[config.mk]
export PLATFORM = sky130hd
export DESIGN_NAME = hams_pipe_drain
export DESIGN_NICKNAME = d
export VERILOG_FILES = /design/src/rtl/hams_pipe_drain.sv
export SDC_FILE = /design/constraint.sdc
export NUM_CORES = 1
export LEC_CHECK = 0
export BUFFER_PORTS_ARGS = -buffer_cell sky130_fd_sc_hd__buf_2
export CAP_MARGIN = 20
export CELL_PAD_IN_SITES_DETAIL_PLACEMENT = 2
export CELL_PAD_IN_SITES_GLOBAL_PLACEMENT = 2
export CORE_AREA = 3 3 160 162
export DETAILED_ROUTE_END_ITERATION = 8
export DIE_AREA = 0 0 163 165
export GPL_ROUTABILITY_DRIVEN = 0
export GPL_TIMING_DRIVEN = 0
export PLACE_DENSITY = 0.77
export RECOVER_POWER = 25
export SLEW_MARGIN = 5
export SYNTH_ARGS = -nofsm -noshare
export SYNTH_HDL_FRONTEND = slang
export SYNTH_SLANG_ARGS = --single-unit
[constraint.sdc]
create_clock -name clk -period 4.5 [get_ports clk]
set_input_delay 0.225 -clock clk [delete_from_list [all_inputs] [get_ports clk]]
set_output_delay 0.225 -clock clk [all_outputs]
set_load 0.005 [all_outputs]
[src/rtl/hams_pipe_drain.sv]
// Drain stage for a valid-only pipeline: buffers beats in a small circular FIFO and re-presents
// them on a valid/ready interface, throttling the producer via stop_o and flagging lost beats.
module hams_pipe_drain #(
  parameter int unsigned DATA_W   = 32,
  parameter int unsigned DEPTH    = 8,
  parameter int unsigned PIPE_LAT = 2
) (
  input  logic                       clk,
  input  logic                       rst_n,
  input  logic                       vld_i,
  input  logic [DATA_W-1:0]          data_i,
  output logic                       stop_o,
  output logic                       vld_o,
  output logic [DATA_W-1:0]          data_o,
  input  logic                       rdy_i,
  output logic [$clog2(DEPTH+1)-1:0] count_o,
  output logic                       ovf_o
);

  localparam int unsigned CntW = $clog2(DEPTH + 1);
  localparam int unsigned PtrW = (DEPTH > 1) ? $clog2(DEPTH) : 1;

  localparam logic [CntW-1:0] CntFull = CntW'(DEPTH);
  localparam logic [CntW-1:0] StopThr = CntW'(DEPTH - PIPE_LAT);
  localparam logic [PtrW-1:0] PtrLast = PtrW'(DEPTH - 1);

  if (PIPE_LAT >= DEPTH || DEPTH < 2) begin : g_param_check
    $fatal(1, "hams_pipe_drain: need DEPTH >= 2 and PIPE_LAT < DEPTH");
  end

  logic [DATA_W-1:0] mem_q [DEPTH];
  logic [PtrW-1:0]   wr_ptr_q, wr_ptr_d;
  logic [PtrW-1:0]   rd_ptr_q, rd_ptr_d;
  logic [CntW-1:0]   count_q, count_d;
  logic              ovf_q, ovf_d;

  logic full;
  logic rd;
  logic wr;
  logic drop;

  assign full = (count_q == CntFull);
  assign rd   = vld_o & rdy_i;
  // A full FIFO can still take a beat when the head leaves in the same cycle.
  assign wr   = vld_i & (~full | rd);
  assign drop = vld_i & full & ~rd;

  always_comb begin
    wr_ptr_d = wr_ptr_q;
    rd_ptr_d = rd_ptr_q;
    count_d  = count_q;
    ovf_d    = ovf_q | drop;

    if (wr) begin
      wr_ptr_d = (wr_ptr_q == PtrLast) ? '0 : wr_ptr_q + PtrW'(1);
    end
    if (rd) begin
      rd_ptr_d = (rd_ptr_q == PtrLast) ? '0 : rd_ptr_q + PtrW'(1);
    end

    case ({wr, rd})
      2'b10:   count_d = count_q + CntW'(1);
      2'b01:   count_d = count_q - CntW'(1);
      default: count_d = count_q;
    endcase
  end

  always_ff @(posedge clk or negedge rst_n) begin
    if (!rst_n) begin
      wr_ptr_q <= '0;
      rd_ptr_q <= '0;
      count_q  <= '0;
      ovf_q    <= 1'b0;
    end else begin
      wr_ptr_q <= wr_ptr_d;
      rd_ptr_q <= rd_ptr_d;
      count_q  <= count_d;
      ovf_q    <= ovf_d;
    end
  end

  // Storage is deliberately left unreset; occupancy alone qualifies its contents.
  always_ff @(posedge clk) begin
    if (wr) begin
      mem_q[wr_ptr_q] <= data_i;
    end
  end

  assign vld_o   = (count_q != '0);
  assign data_o  = mem_q[rd_ptr_q];
  assign count_o = count_q;
  assign ovf_o   = ovf_q;
  assign stop_o  = (count_q >= StopThr);

  a_count_bound : assert property (@(posedge clk) disable iff (!rst_n) count_q <= CntFull);

  a_vld_nonempty : assert property (@(posedge clk) disable iff (!rst_n)
    vld_o |-> (count_q != '0));

  a_hold_stalled : assert property (@(posedge clk) disable iff (!rst_n)
    (vld_o && !rdy_i) |=> $stable(data_o));

endmodule

## Word level (Yosys, flattened, before mapping)

Memories as Yosys holds them, arrays and structs flattened.
Index checks and enable logic that the tools add are counted.

| cells by class | value |
|---|---|
| reduce and logical (&&, ||, !) cells | 2 |
| add/sub/neg operators | 4 |
| bitwise operators | 8 |
| mux-type cells | 5 |
| equality and inequality tests | 5 |
| $lt $le $gt $ge | 1 |

Operators by type and width:

| operator | number |
|---|---|
| $pmux 4 s2 | 1 |
| $add 3x1->3 const B | 2 |
| $eq 3x3->1 const B | 2 |
| $mux 3 | 2 |
| $add 4x1->4 const B | 1 |
| $and 1x1->1 | 4 |
| $eq 4x4->1 const B | 1 |
| $ge 4x3->1 const B | 1 |
| $reduce_bool 4->1 | 1 |
| $sub 4x1->4 const B | 1 |
| $eq 2x1->1 const B | 1 |
| $eq 2x2->1 const B | 1 |
| $mux 1 | 2 |
| $not 1->1 | 2 |
| $or 1x1->1 | 2 |
| $reduce_bool 2->1 | 1 |

| storage, ports and cells | value |
|---|---|
| input port bits | 36 |
| RAM bits | 256 |
| memories | 1 |
| register bits | 11 |
| word-level logic and storage cells | 30 |

Memory list:

| memory | depth | bits a word | rd ports | clocked after Yosys merged registers in | wr ports | line | source |
|---|---|---|---|---|---|---|---|
| mem_q | 8 | 32 | 1 | 0 | 1 | 31 | `logic [DATA_W-1:0] mem_q [DEPTH];` |

## Depth between registers and ports, before layout

Gate-level depths: netlist of run 1.

| depth | value |
|---|---|
| depth in word-level cells | 6 |
| gate-level depth with buffers | 9 |
| mapped depth without buffers | 8 |

## Worst setup path after synthesis of run 1

No wires, ideal clock.

| path | value |
|---|---|
| path type | reg-to-reg |
| from | register count_q[0], in the netlist count_o[0] |
| to | memory mem_q[0][0], enable pin |
| stages on the path, launching flop included | 5 |
| period minus slack after synthesis | 4.433 ns |
| arrival time | 3.932 ns |
| required time | 3.999 ns |
| slack | 0.067 ns |
| setup time | 0.501 ns |
| cell sequence | dfrtp_1 or3_1 buf_6 o21ai_4 nor4_1 |

| on the way | value |
|---|---|
| word-level cells in the longest chain between the ends | 6 |
| elaborated cells between the ends (all ways) | 8 |
| classes of those cells | eq/ne: 1; mux: 2; bitwise: 4; reduce/logical: 1 |

RTL lines:

| item | line | source |
|---|---|---|
| start: declaration | 34 | `logic [CntW-1:0] count_q, count_d;` |
| start signal: assignment | 77 | `count_q <= count_d;` |
| $reduce_bool 4->1 or $eq 4x4->1 (tied branches) | 89, 42 |  |
| $and 1x1->1 or $not 1->1 (tied branches) | 43, 45 |  |
| $or 1x1->1 * | 45 | `assign wr = vld_i & (~full \| rd);` |
| $and 1x1->1 * | 45 |  |
| $mux 1 * | 84 | `if (wr) begin` |
| $mux 1 (not written as such) * | 85 | `mem_q[wr_ptr_q] <= data_i;` |
| end: declaration | 31 |  |

Mark *: on every way between the ends. The rest lies on a longest branch, timed or not.

## Worst setup path after layout of run 1

| path | value |
|---|---|
| from | register rd_ptr_q[1] |
| to | output data_o[19] |

| on the way | value |
|---|---|
| word-level cells in the longest chain between the ends | 1 |

RTL lines:

| item | line | source |
|---|---|---|
| start: declaration | 33 | `logic [PtrW-1:0] rd_ptr_q, rd_ptr_d;` |
| start signal: assignment | 76 | `rd_ptr_q <= rd_ptr_d;` |
| $mem_v2 8x32 | -- |  |
| end: declaration | 14 | `output logic [DATA_W-1:0] data_o,` |

Every way passes these cells.

==> impl_metrics.toml, run 1 <==
[run_status]
outcome = "completed"

[yosys]
synth_top_family_by_area = "multiplexers"
synth_cells = 447
synth-seq-cells = 267
synth_adder_area_share_pct = 0.603
syn_nets = 488
synth_warnings = 0
ys_types = 34
synth-simple-area-share_pct = 1.62
avgSynthCellArea_um2 = 23.2
syn-cell-area_um2 = 10400
yosysSeqAreaShare_pct = 76.8
synth-xor-area-share_pct = 0.338
synth_compound_gate_area_share_pct = 1.30
yosys-mux-area-fraction_pct = 18.0

[critical_path]
worstPathRequired_ps = 4280
rr_worst_depth = 6
r2r_slack_ps = 1770
startpoint = "rd_ptr_q[1]"
crit_path_end_kind = "output port"
critPathKind = "register to output port"
worstReg2RegStart = "count_o[0]"
worstPathMaxFanout = 10
worstPathArrival_ps = 2750
cp-start-kind = "register"
r2r_end = "mem_q[1][24]"

[floorplanning]
initial_core_util_pct = 42.8
core-area_um2 = 24200
die_w_um = 163
io_pins = 75
die-area_um2 = 26900
rows = 57
die_h_um = 165

[layout]
final_layout_size_suffix_gt1_share_pct = 38.4
area_growth_pct = 22.2
diodes = 0
utilization_pct = 52.3
fin_nets = 646

[routing]
dr.pass1.iters = 4
dr_wl_met3_um = 1210
vias = 5143
drt_iter0_drc = 389
wl_met2_um = 14100
routed_wl_um = 26000
top_layer_used = "met4"
drc = 0
ant_nets = 0
via_per_inst = 5.42
met1_length_um = 10300
avgRoutedWirePerCell_um = 27.4

[sta]
relSlewSlack_pct = 33.8
post-route-period-util_pct = 66.0
tns_ps = 0
rsz0062_at_grt = "false"
period_needed_ps = 2970
max_freq_mhz = 336
worst_pin_slew_ps = 988
setup_viol = 0
skew_ps = 14.7
slew_viol_final = 0
hold_viol = 0

[grt]
grt_pass1_vias = 5948
grt_pass1_wl_um = 39400
antenna_found_initial = 0
track_usage_pct = 20.0
grt-ovfl-total = 0
grt_max_degree = 24

[power]
power_leakage_uw = 0.00422
switching_share_pct = 28.9
pwr-share-seq_pct = 40.0
combPwrFrac_pct = 30.6
clkPwrFrac_pct = 29.4
p_switching_uw = 2350
p_per_area_nw_per_um2 = 641
intPower_uw = 5770
worst_ir_drop_vdd_mv = 0.338

[clock_network]
clk_pin_slew_ps = 60
cts_tree = "yes"
ctsResizeCount = 0
ctsLongestPathBuffers = 3
numCtsBuffers = 28
cts_root_buf = "clkbuf_16"
cts_num_sinks = 267
htree_levels = 1
holdBufCountCts = 33
cts_setup_buffers = 0
insertion_delay_ps = 540

[hold_path]
hold_path_class = "input pin to register"
hold_start = "vld_i"
holdPathStages = 3
whs_endpoint = "count_o[1]"

[place]
port_buffers = 74
dp_hpwl_um = 17300

[run]
drv_cap = 0
## placed cells by master, fill, tap and decap left out, types with 4 or more instances in the layout
master	instances
dfrtp_1	11
dlygate4sd3_1	33
buf_2	59
edfxtp_1	256
clkinv_2	4
mux2_2	34
buf_6	10
nor3_2	4
nor2_1	5
nand2_1	5
bufinv_16	5
ha_1	5
clkbuf_1	34
mux4_2	64
clkinv_1	5
clkbuf_16	29
nand2b_1	4
buf_4	13
## worst max path at each step
stage,slack (ps),to,cells after the start
finish,1530,data_o[19],5
global route,1450,data_o[19],5
CTS,1500,data_o[1],5
detailed placement,1760,mem_q[0][4],8
global placement,-3120,mem_q[0][7],4
floorplan,70,mem_q[0][0],4
## layout make-up
| cell class | instances | area (um2) |
|---|---|---|
| plain buffers | 22 | 138 |
| flip-flops and latches | 267 | 7960 |
| well taps | 324 | 405 |
| multi-input cells | 156 | 2310 |
| inverters | 2 | 7.51 |
| fillers | 2091 | 11600 |
| clock inverters | 16 | 205 |
| clock buffers | 34 | 744 |
| repair buffers | 128 | 901 |
## power by group through the flow
stage	Sequential, uW	Combinational [uW]	Clock [uW]
floorplan	3240	1540	0
global placement	3280	2270	0
detailed placement	3300	2510	0
CTS	3250	2550	2440
global route	3280	2690	2530
finish	3250	2490	2390
## stage by stage
step           cells  hold slack (ps)  setup WS, ps  total power (uW)  area (um2)
3_5_place_dp     866              145          1760              5800       11400
3_3_place_gp     845              124         -3120              5550       11100
5_1_grt          949             71.1          1450              8500       12700
4_1_cts          949             35.8          1500              8250       12700
6_report         949             58.2          1530              8120       12700
2_1_floorplan    447            -70.6          67.0              4790       10400
## synth_stat cells
master,number,area (um2)
mux2i_1,1,10.0
buf_1,1,3.75
nand2_1,5,18.8
or2_1,1,6.26
a311oi_2,2,30.0
or3_1,1,6.26
o21ai_4,1,16.3
nor3_1,7,35.0
clkbuf_1,9,33.8
ha_1,5,62.6
nor2_1,8,30.0
o31ai_1,1,7.51
mux4_2,64,1440
nor2b_1,2,12.5
buf_2,5,25.0
edfxtp_1,256,7690
mux2_4,2,30.0
mux2_2,34,383
xnor2_1,1,8.76
buf_6,6,67.6
a21o_1,3,22.5
dfrtp_1,11,275
a21oi_1,2,10.0
xor2_1,3,26.3
inv_1,2,7.51
nor4_1,1,6.26
o211ai_1,1,7.51
o221ai_1,1,8.76
nor4_2,1,12.5
o41ai_4,1,27.5
o21ai_1,1,5.00
nand2b_1,4,25.0
buf_4,1,7.51
nand3_1,3,15.0
## routing by layer
metal  GRT usage [%]  vias to the layer above
met5               0                        -
met4            3.42                        0
met3            2.66                       30
met2            37.3                      164
met1            25.3                     2752
li1                -                     2197
## logic make-up after synthesis
family                     Yosys count
adders and majority gates            5
DFF                                267
xor gates and xnor gates             4
AOI/OAI and AO/OA                   13
muxes                              101
and+or+nand+nor                     33
buffers and inverters               24
## state kept, by name, summed over array words and instances (netlist names)
signal,count
mem_q,256
wr_ptr_q,3
count_o,4
ovf_o,1
rd_ptr_q,3
## worst max-delay path, cell delays in order, from the launching register on
cell	delay (ps)
dfrtp_1	390
buf_2	270
clkbuf_1	650
mux4_2	460
mux2_2	300
buf_2	130
Note: power is estimated with default switching activity, not from simulation.
==> run 2: changes to the inputs <==
- CORE_AREA: 3 3 160 162 -> 3 3 152 154
- DIE_AREA: 0 0 163 165 -> 0 0 155 157
- PLACE_DENSITY: 0.77 -> 0.81
- clock period: 4.5 -> 3.11 ns (I/O delays scaled with it)
==> run 2 against run 1 <==
Compared with the run above: die area is 9.5% lower; cell count is 4.6% lower; wire length is 5.1% higher; first-iteration DRC count is 10% lower; sequential power is 45% higher; critical endpoint is now data_o[24]; largest power group unchanged; highest routed layer unchanged.
==> impl_metrics.toml, run 2 (synthesis results as in run 1) <==
[routing]
drt_iter0_drc = 350
ant_nets = 0
routed_wl_um = 27300
vias = 5197
dr.pass1.iters = 4
avgRoutedWirePerCell_um = 30.2
via_per_inst = 5.74
drc = 0

[grt]
grt_pass1_vias = 5964
antenna_found_initial = 0
grt-ovfl-total = 0
grt_max_degree = 23
track_usage_pct = 22.9
grt_pass1_wl_um = 40700

[power]
power.total_uw = 11700
pwr-share-seq_pct = 40.4
combPwrFrac_pct = 31.2
clkPwrFrac_pct = 28.4
p_per_area_nw_per_um2 = 924
power_leakage_uw = 0.00423
switching_share_pct = 29.5
intPower_uw = 8240
p_switching_uw = 3450
worst_ir_drop_vdd_mv = 0.541

[sta]
worst_pin_slew_ps = 1070
tns_ps = 0
period_needed_ps = 2860
slew_viol_final = 0
relSlewSlack_pct = 28.5
hold_viol = 0
post-route-period-util_pct = 91.9
rsz0062_at_grt = "false"
skew_ps = 14.6
setup_viol = 0
max_freq_mhz = 350

[hold_path]
hold_path_class = "input pin to register"
hold_start = "vld_i"

[clock_network]
numCtsBuffers = 28
ctsResizeCount = 0
cts_root_buf = "clkbuf_16"
insertion_delay_ps = 540
htree_levels = 1
ctsLongestPathBuffers = 3
cts_tree = "yes"
holdBufCountCts = 34
cts_setup_buffers = 0
cts_num_sinks = 267
clk_pin_slew_ps = 60

[layout]
largest_reg_flops = 256
fin_area_um2 = 12700
diodes = 0
final_common_cell = "edfxtp_1"
area_growth_pct = 22.0
regMostFlops = "mem_q"
fin_nets = 646
utilization_pct = 58.0
final_layout_size_suffix_gt1_share_pct = 38.4
fillers = 1739
final_cell_mix = "256 x edfxtp_1, 64 x mux4_2, 60 x buf_2"

[floorplanning]
rows = 54
initial_core_util_pct = 47.5
core-area_um2 = 21800
die_w_um = 155
die-area_um2 = 24300
die_h_um = 157
io_pins = 75

[critical_path]
cp-start-kind = "register"
crit_path_end_kind = "output port"
startpoint = "rd_ptr_q[1]"
max_stage_delay_ps = 640
worstPathArrival_ps = 2700
path_common_cell = "buf_2"
critPathSlowestCell = "clkbuf_1"
worstPathCellList = "buf_2, clkbuf_1, mux4_2, mux2_2, buf_2"
worstPathRequired_ps = 2950
worstPathMaxFanout = 10
worstReg2RegStart = "count_o[1]"
critPathKind = "register to output port"

[run_status]
outcome = "completed"

[run]
drv_cap = 0

[place]
port_buffers = 74
dp_hpwl_um = 17400
place_area_um2 = 11400
## run 2: worst max-delay path, delay by kind of cell, from the launching register on
kind	cells	cell delay, ps
flops	1	380
buf+inv	3	1050
mux	2	740
## run 2: power groups by stage
stage / Clock, uW / Sequential [uW] / Combinational, uW
floorplan: 0 / 4690 / 2230
global placement: 0 / 4740 / 3280
detailed placement: 0 / 4780 / 3650
CTS: 3350 / 4720 / 3730
global route: 3510 / 4760 / 3930
finish: 3320 / 4720 / 3650
## run 2: final timing paths
kind | end | slack (ps) | cells after the start
worst max-delay path | data_o[24] | 250 | 5
min in group asynchronous | rd_ptr_q[0] | 240 | 2
worst min-delay path | count_o[1] | 30 | 3
worst max register to register | mem_q[1][4] | 370 | 7
max in group asynchronous | rd_ptr_q[1] | 2340 | 2
worst min register to register | ovf_o | 510 | 2
## run 2: cell type report
type	count	area [um2]	area share, %
Clock buffer	38	769	6.08
Tap cell	280	350	2.77
Timing Repair Buffer	128	967	7.64
Sequential cell	267	7960	62.9
Inverter	2	7.51	0.0593
Buffer	22	138	1.09
Multi-Input combinational cell	156	2330	18.4
Clock inverter	12	133	1.05
## run 2: metal layers
layer  share of wire (%)  GRT usage (%)  vias up
li1                    -              -     2197
met1                  41           30.6     2806
met2                  53           40.7      146
met3                 3.9           3.08       48
met4                 2.1           5.17        0
met5                   0              0        -
## run 2: metrics by stage
stage               setup slack [ps]  cells  hold WS (ps)
floorplan                       -474    447          -140
global placement               -2980    801          60.0
detailed placement               420    821          80.3
CTS                              175    905          10.5
global route                     133    905          21.4
finish                           251    905          25.9
==> run 3: changes to the inputs <==
- CORE_AREA: 3 3 152 154 -> 3 3 147 149
- DIE_AREA: 0 0 155 157 -> 0 0 150 152
- PLACE_DENSITY: 0.81 -> 0.86
- clock period: 3.11 -> 3.3 ns (I/O delays scaled with it)
==> run 3 against run 2 <==
Compared with the run above: the flow now finishes with violations (negative hold slack); die area fell by 6.3%; combinational power about the same; register-to-register slack worse by 160 ps; highest routed layer unchanged; clock skew increased by 15 ps.
==> impl_metrics.toml, run 3 (synthesis results as in run 1) <==
[critical_path]
worstPathRequired_ps = 3540
cp-start-kind = "register"
worst-path-buf-inv = 4
worstPathArrival_ps = 3340
path_common_cell = "buf_4"
critPathSlowestCell = "nor3_2"
max_stage_delay_ps = 820
worstPathMaxFanout = 9
critPathKind = "register to register"
worstPathCellList = "or3_1, buf_6, o21ai_4, nor3_2, buf_4, buf_4, buf_8"
path_delay_family = "simple AND/OR/NAND/NOR gates"
crit_path_end_kind = "register"

[routing]
routed_wl_um = 34200
wl_met2_um = 17200
dr_wl_met3_um = 2350
avgRoutedWirePerCell_um = 38.3
top_layer_used = "met4"
drt_iter0_drc = 721
met1_length_um = 13800
vias = 5605
ant_nets = 0
drc = 0
dr.pass1.iters = 5
via_per_inst = 6.28

[floorplanning]
die-area_um2 = 22800
die_h_um = 152
rows = 52
io_pins = 75
initial_core_util_pct = 51.1
core-area_um2 = 20300
die_w_um = 150

[sta]
relSlewSlack_pct = 24.8
setup_viol = 0
max_freq_mhz = 323
whs_ps = -19.9
tns_ps = 0
skew_ps = 29.8
setup_ws_ps = 208
rsz0062_at_grt = "false"
worst_pin_slew_ps = 1120
hold_viol = 1
post-route-period-util_pct = 93.7
slew_viol_final = 0
period_needed_ps = 3090

[clock_network]
cts_tree = "yes"
ctsLongestPathBuffers = 3
cts_root_buf = "clkbuf_16"
numCtsBuffers = 28
htree_levels = 1
insertion_delay_ps = 560
clk_pin_slew_ps = 60
ctsResizeCount = 0
cts_num_sinks = 267

[grt]
grt_max_degree = 18
grt-ovfl-total = 0
track_usage_pct = 30.7
grt_pass1_vias = 6156
grt_pass1_wl_um = 48900
antenna_found_initial = 0

[layout]
area_growth_pct = 22.2
final_common_cell = "edfxtp_1"
utilization_pct = 62.5
regMostFlops = "mem_q"
final_cell_mix = "256 x edfxtp_1, 64 x mux4_2, 57 x buf_2"
final_cells = 893
final_layout_size_suffix_gt1_share_pct = 38.4
diodes = 0
largest_reg_flops = 256
fin_nets = 643

[place]
place_ws_ps = 385
dp.cells = 808
dp_hpwl_um = 19300
port_buffers = 74

[power]
power_leakage_uw = 0.00424
worst_ir_drop_vdd_mv = 0.576
p_per_area_nw_per_um2 = 917

[run_status]
outcome = "finished, violations left"
failed_checks = "negative hold slack"

[run]
drv_cap = 0

[hold_path]
hold_path_class = "input pin to register"
[run 3: cell types whose count changed in the layout (fill, tap and decap cells not counted), moves of 2 or more]
cell / delta
clkbuf_1: -5
buf_12: -2
buf_2: -3
bufinv_16: +3
clkinv_1: +4
buf_6: -2
[run 3: final timing paths]
kind / depth (start not counted) / slack (ps) / end / start
setup / recovery: 7 / 210 / mem_q[2][5] / count_o[0]
hold / removal: 2 / -20 / count_o[1] / rdy_i
setup reg to reg: 7 / 210 / mem_q[2][5] / count_o[0]
hold reg to reg: 2 / 480 / ovf_o / ovf_o
max in group asynchronous: 2 / 2550 / count_o[1] / rst_n
min in group asynchronous: 2 / 240 / rd_ptr_q[2] / rst_n
[run 3: cell type report]
type                    count  area [um2]
flip-flops and latches    267        7960
fillers                  1556        7620
well taps                 270         338
multi-input cells         156        2330
clock buffers              28         701
inverters                   2        7.51
clock inverters            23         275
plain buffers              22         138
repair buffers            125         928
[run 3: worst reg2reg max path, stage by stage, from the launching register on]
cell and delay [ps]:
dfrtp_1 570, or3_1 220, buf_6 160, o21ai_4 130, nor3_2 820, buf_4 360
buf_4 290, buf_8 210
[run 3: stage by stage]
step                      instance area (um2)  total power, uW
after floorplan                         10400             6530
after global placement                  11100             7520
after detailed placement                11400             7970
after CTS                               12700            11500
after global routing                    12700            12000
final                                   12700            11600
[run 3: repair_timing]
action,4_1_cts,5_1_grt
endpoints found under the hold margin,268,0
hold buffers,34,0
setup buffers,0,0
[run 3: layer usage]
layer,global-route usage (%),vias up
met1,43.2,3061
met5,0,-
met3,5.69,57
met2,50.6,289
li1,-,2198
met4,6.97,0
[run 3: power breakdown]
part | total [uW] | switching (uW) | leakage (uW) | internal, uW
Combinational | 3620 | 1930 | 0.00130 | 1690
Clock | 3500 | 1470 | 0.000482 | 2020
Sequential | 4520 | 291 | 0.00246 | 4220
